--- src/rtl/fetch_unit.sv ---
// Instruction fetch stage: issues one bus request at a time and presents the response to decode.
// Supports stalls (instruction held), flushes, and redirects, including redirects during an outstanding request.
module fetch_unit (
    input  logic        clk,
    input  logic        reset,
    input  logic        stallF,
    input  logic        flushF,
    input  logic        redirect_valid,
    input  logic [63:0] redirect_pc,
    output logic        ireq_valid,
    output logic [63:0] ireq_addr,
    input  logic        iresp_data_ok,
    input  logic [31:0] iresp_data,
    output logic        f_valid,
    output logic [63:0] f_pc,
    output logic [31:0] f_instr,
    output logic        busy
);

    typedef enum logic [1:0] {StFetch, StHold, StDiscard} state_e;

    state_e      state_q, state_d;
    logic [63:0] pc_q, pc_d;
    logic [63:0] pending_q, pending_d;
    logic [31:0] hold_q, hold_d;
    logic [63:0] redirect_tgt;
    logic [63:0] pc_plus4;
    logic        unused_redirect_lsbs;

    // Instructions are word aligned, so the low two bits of a target are dropped.
    assign redirect_tgt         = {redirect_pc[63:2], 2'b00};
    assign unused_redirect_lsbs = ^redirect_pc[1:0];
    assign pc_plus4             = pc_q + 64'd4;

    always_ff @(posedge clk) begin
        if (reset) begin
            state_q   <= StFetch;
            pc_q      <= 64'h0000_0000_8000_0000;
            pending_q <= 64'd0;
            hold_q    <= 32'd0;
        end else begin
            state_q   <= state_d;
            pc_q      <= pc_d;
            pending_q <= pending_d;
            hold_q    <= hold_d;
        end
    end

    always_comb begin
        state_d    = state_q;
        pc_d       = pc_q;
        pending_d  = pending_q;
        hold_d     = hold_q;
        ireq_valid = 1'b0;
        ireq_addr  = pc_q;
        f_valid    = 1'b0;
        f_pc       = pc_q;
        f_instr    = iresp_data;

        unique case (state_q)
            StFetch: begin
                ireq_valid = 1'b1;
                if (redirect_valid) begin
                    if (iresp_data_ok) begin
                        pc_d = redirect_tgt;
                    end else begin
                        // Request already on the bus: wait out its response before refetching.
                        pending_d = redirect_tgt;
                        state_d   = StDiscard;
                    end
                end else if (iresp_data_ok && !flushF) begin
                    f_valid = 1'b1;
                    if (stallF) begin
                        hold_d  = iresp_data;
                        state_d = StHold;
                    end else begin
                        pc_d = pc_plus4;
                    end
                end
            end
            StHold: begin
                f_instr = hold_q;
                if (redirect_valid) begin
                    pc_d    = redirect_tgt;
                    state_d = StFetch;
                end else if (!flushF) begin
                    f_valid = 1'b1;
                    if (!stallF) begin
                        pc_d    = pc_plus4;
                        state_d = StFetch;
                    end
                end
            end
            StDiscard: begin
                ireq_valid = 1'b1;
                if (redirect_valid) begin
                    pending_d = redirect_tgt;
                    if (iresp_data_ok) begin
                        pc_d    = redirect_tgt;
                        state_d = StFetch;
                    end
                end else if (iresp_data_ok) begin
                    pc_d    = pending_q;
                    state_d = StFetch;
                end
            end
            default: state_d = StFetch;
        endcase

        if (reset) begin
            ireq_valid = 1'b0;
            f_valid    = 1'b0;
        end
    end

    assign busy = ireq_valid & ~iresp_data_ok;

endmodule

--- config.mk ---
export PLATFORM = sky130hd
export DESIGN_NAME = fetch_unit
export DESIGN_NICKNAME = d
export VERILOG_FILES = /design/src/rtl/fetch_unit.sv
export SDC_FILE = /design/constraint.sdc
export NUM_CORES = 1
export LEC_CHECK = 0
export ABC_AREA = 1
export BUFFER_PORTS_ARGS = -buffer_cell sky130_fd_sc_hd__buf_2
export CAP_MARGIN = 20
export CORE_ASPECT_RATIO = 1.5
export CORE_UTILIZATION = 40
export CTS_BUF_LIST = sky130_fd_sc_hd__clkbuf_4 sky130_fd_sc_hd__clkbuf_8 sky130_fd_sc_hd__clkbuf_16
export CTS_CLUSTER_SIZE = 20
export DETAILED_ROUTE_END_ITERATION = 16
export PLACE_DENSITY_LB_ADDON = 0.15
export SLEW_MARGIN = 20
export SYNTH_ARGS = -nofsm -noshare
export SYNTH_HDL_FRONTEND = slang
export SYNTH_SLANG_ARGS = --single-unit
--- constraint.sdc ---
create_clock -name clk -period 4.6 [get_ports clk]
set_input_delay 0.23 -clock clk [delete_from_list [all_inputs] [get_ports clk]]
set_output_delay 0.23 -clock clk [all_outputs]
set_load 0.02 [all_outputs]
==> results.sh <==
export IMPL_result_of_the_run="complete, no violations"
export IMPL_chip_height_microns=213
export IMPL_area_sequential_sq_um=3200
export IMPL_dp_final_hpwl_microns=31100
export IMPL_power_ir_vdd_worst_mv=0.318
export IMPL_layout_cells_most_common="sky130_fd_sc_hd__nand2_1"
export IMPL_crit_path_end="f_pc[42]"
export IMPL_synth_seq_cells=160
export IMPL_track_usage=0.300
export IMPL_hold_path_class="in2reg"
export IMPL_path_cells="inv_1, ha_4, clkinv_1, a21oi_1, a22oi_1, inv_1, a22oi_1, o21ai_0, a21oi_1"
export IMPL_final_nets=2267
export IMPL_setup_violations_final=0
export IMPL_initialDrtViolationCount=1043
export IMPL_die_footprint_sq_um=30300
export IMPL_post_cts_repair_setup_buffers=0
export IMPL_finalWeightedCongestion=0.929
export IMPL_endpoint_kind="flop"
export IMPL_power_total_mw=8.46
export IMPL_timing_critical_path_arrival_ns=3.45
export IMPL_clock_tree_buffer_depth=2
export IMPL_crit_reg2reg_capture="f_pc[42]"
export IMPL_floorplan_rows=76
export IMPL_netlist_instances=2026
export IMPL_core_sq_um=28900
export IMPL_worst_path_largest_cell_delay_ns=0.92
export IMPL_drv_slew=0
export IMPL_worst_clock_skew_ns=0.0157
export IMPL_routed_wirelength_microns=45500
export IMPL_vias_after_detailed_routing=13864
export IMPL_syn_area_sq_um=11800
export IMPL_io_buffers=262
export IMPL_max_freq_ghz=0.317
export IMPL_io_pins=265
export IMPL_critical_path_class="reg2reg"
export IMPL_power_per_cell_area_nw_per_um2=621
export IMPL_hold_viol=0
export IMPL_cts_clk_slew_worst_paths_ns=0.08
export IMPL_gr_total_overflow=0
export IMPL_mostFrequentLayoutCells="sky130_fd_sc_hd__nand2_1, sky130_fd_sc_hd__nor2_1, sky130_fd_sc_hd__buf_2, sky130_fd_sc_hd__o21ai_0, sky130_fd_sc_hd__a21oi_1"
export IMPL_multi_input_area_sq_um=7120
export IMPL_grt_antenna_before_repair=0
export IMPL_synth_distinct_cells=40
export IMPL_ff2ff_path_depth=9
export IMPL_fillerInstances=3164
export IMPL_critical_path_origin="state_q[0]"
export IMPL_cts_num_sinks=160
export IMPL_seq_total_area_yosys=0.271
export IMPL_dr_pass1_iters=5
export IMPL_synthesis_warning_total=0
export IMPL_crit_path_top_delay_cell="sky130_fd_sc_hd__clkinv_1"
export IMPL_initial_utilization=0.409
export IMPL_setup_worst_path_start_class="flop"
export IMPL_final_period_utilization=0.687
export IMPL_syn_nets=2133
export IMPL_worst_skew_pair_late_latency_ns=0.45
export IMPL_setup_tns_final_ns=0
export IMPL_final_layout_size_suffix_gt1_frac=0.171
export IMPL_timing_worst_slew_pin_value_ns=0.962
export IMPL_first_global_vias=12810
export IMPL_cts_htree_levels=4
export IMPL_synthesis_area_per_instance_sq_um=5.84
export IMPL_p_leak_nw=6.16
export IMPL_cts_tree="done"
export IMPL_period_needed_ns=3.16
export IMPL_total_clock_buffers_created_by_cts=17
export IMPL_n_antenna_cell=0
export IMPL_synth_to_final_area_change_pct=15.0
export IMPL_unrepaired_setup_endpoints_after_global_routing="no"
export IMPL_routedWlPerCell_microns=17.8
export IMPL_grt_start_max_net_pins=105
export IMPL_cp_data_required_time_ns=4.89
export IMPL_crit_fanout=57
export IMPL_cap_violations=0
export IMPL_drt_vias_per_instance=5.41
export IMPL_route_detailed_drc=0
export IMPL_reg2reg_slack_ns=1.44
export IMPL_antenna_violating_nets_post_route=0
export IMPL_wire_length_of_the_first_global_routing_pass_microns=69600
export IMPL_crit_reg2reg_launch="state_q[0]"
export IMPL_clockRootBuffer="sky130_fd_sc_hd__clkbuf_16"
export IMPL_floorplan_die_width_microns=142
export IMPL_slew_headroom=0.359
## per-layer routing
layer | wire length [microns] | GRT usage
met5 | 0 | 0
met4 | 2540 | 0.181
met3 | 2840 | 0.0442
met2 | 22100 | 0.520
met1 | 18100 | 0.347
## worst min-delay path by stage
stage,from,end,slack [ns],depth (start not counted)
detailed placement,pending_q[18],pending_q[18],0.44,2
finish,redirect_pc[47],pending_q[47],0.02,3
global placement,pending_q[9],pending_q[9],0.44,2
CTS,iresp_data[31],hold_q[31],0.00003,3
floorplan,iresp_data[0],hold_q[0],0.36,2
global route,iresp_data[0],hold_q[0],0.02,3
## where the power goes
group / internal, mW / total, mW / switching (mW)
Clock: 0.786 / 1.50 / 0.715
Sequential: 1.78 / 2.29 / 0.516
Combinational: 1.55 / 4.67 / 3.12
## per-stage QoR
step | hold WS, ns | utilization | worst slack [ns] | instance area, sq um | std cells
floorplan | 0.365 | - | 2.61 | 11800 | 2026
global placement | 0.442 | 0.444 | 1.44 | 12800 | 2515
detailed placement | 0.443 | 0.444 | 1.43 | 12800 | 2515
CTS | 0.0000342 | 0.470 | 1.49 | 13600 | 2562
global route | 0.0164 | 0.471 | 1.14 | 13600 | 2563
finish | 0.0192 | 0.471 | 1.44 | 13600 | 2563
## registers in the layout (all words and copies together), names as in the netlist
name and count:
f_pc 64, pending_q 62, hold_q 32, state_q 2
## kinds of logic (layout without fill, tap and decap cells)
kind of cell	after synthesis	count (layout)	synth area share
XOR/XNOR	19	19	0.0141
buffers and inverters	335	482	0.130
AO/OA/AOI/OAI	476	476	0.218
flip-flops	160	160	0.271
adder cells (fa/ha/maj)	5	5	0.00529
AND/OR/NAND/NOR	1031	1031	0.362
## synthesized netlist by cell type (all sizes together)
cell type	n	area share
nand4	14	0.0079
nand2	574	0.19
inv	152	0.048
buf	110	0.059
clkinv	3	0.00095
a31oi	2	0.0011
nand3	112	0.049
nor3b	1	0.00063
o22ai	6	0.0032
o21ai	218	0.092
xor2	15	0.011
clkbuf	70	0.022
o311ai	1	0.00074
o21a	7	0.0044
o211ai	7	0.0044
a22oi	48	0.030
dfxtp	160	0.27
ha	5	0.0053
and2	2	0.0011
o221ai	2	0.0015
a21oi	184	0.079
nor3	17	0.0086
xnor2	4	0.0030
o21bai	1	0.00063
nor2	311	0.11
## layout make-up
class,count,share of cell area
clock buffers,18,0.0318
clock inverters,14,0.0121
inverters,155,0.0429
multi-input cells,1531,0.523
flip-flops and latches,160,0.235
well taps,390,0.0358
repair buffers,295,0.119
## worst max-delay path: cells and delay by family, from the launching register on
family	cells	cell delay, ns
AO/OA/AOI/OAI	5	0.80
adder cells (fa/ha/maj)	1	0.69
flip-flops	1	0.37
buffers and inverters	3	1.13
## what timing repair did
action | 4_1_cts | 5_1_grt
hold buffers | 15 | 0
resized for setup | 0 | 0
endpoints found under the hold margin | 15 | 0
Power figures use the tool's default switching activity.
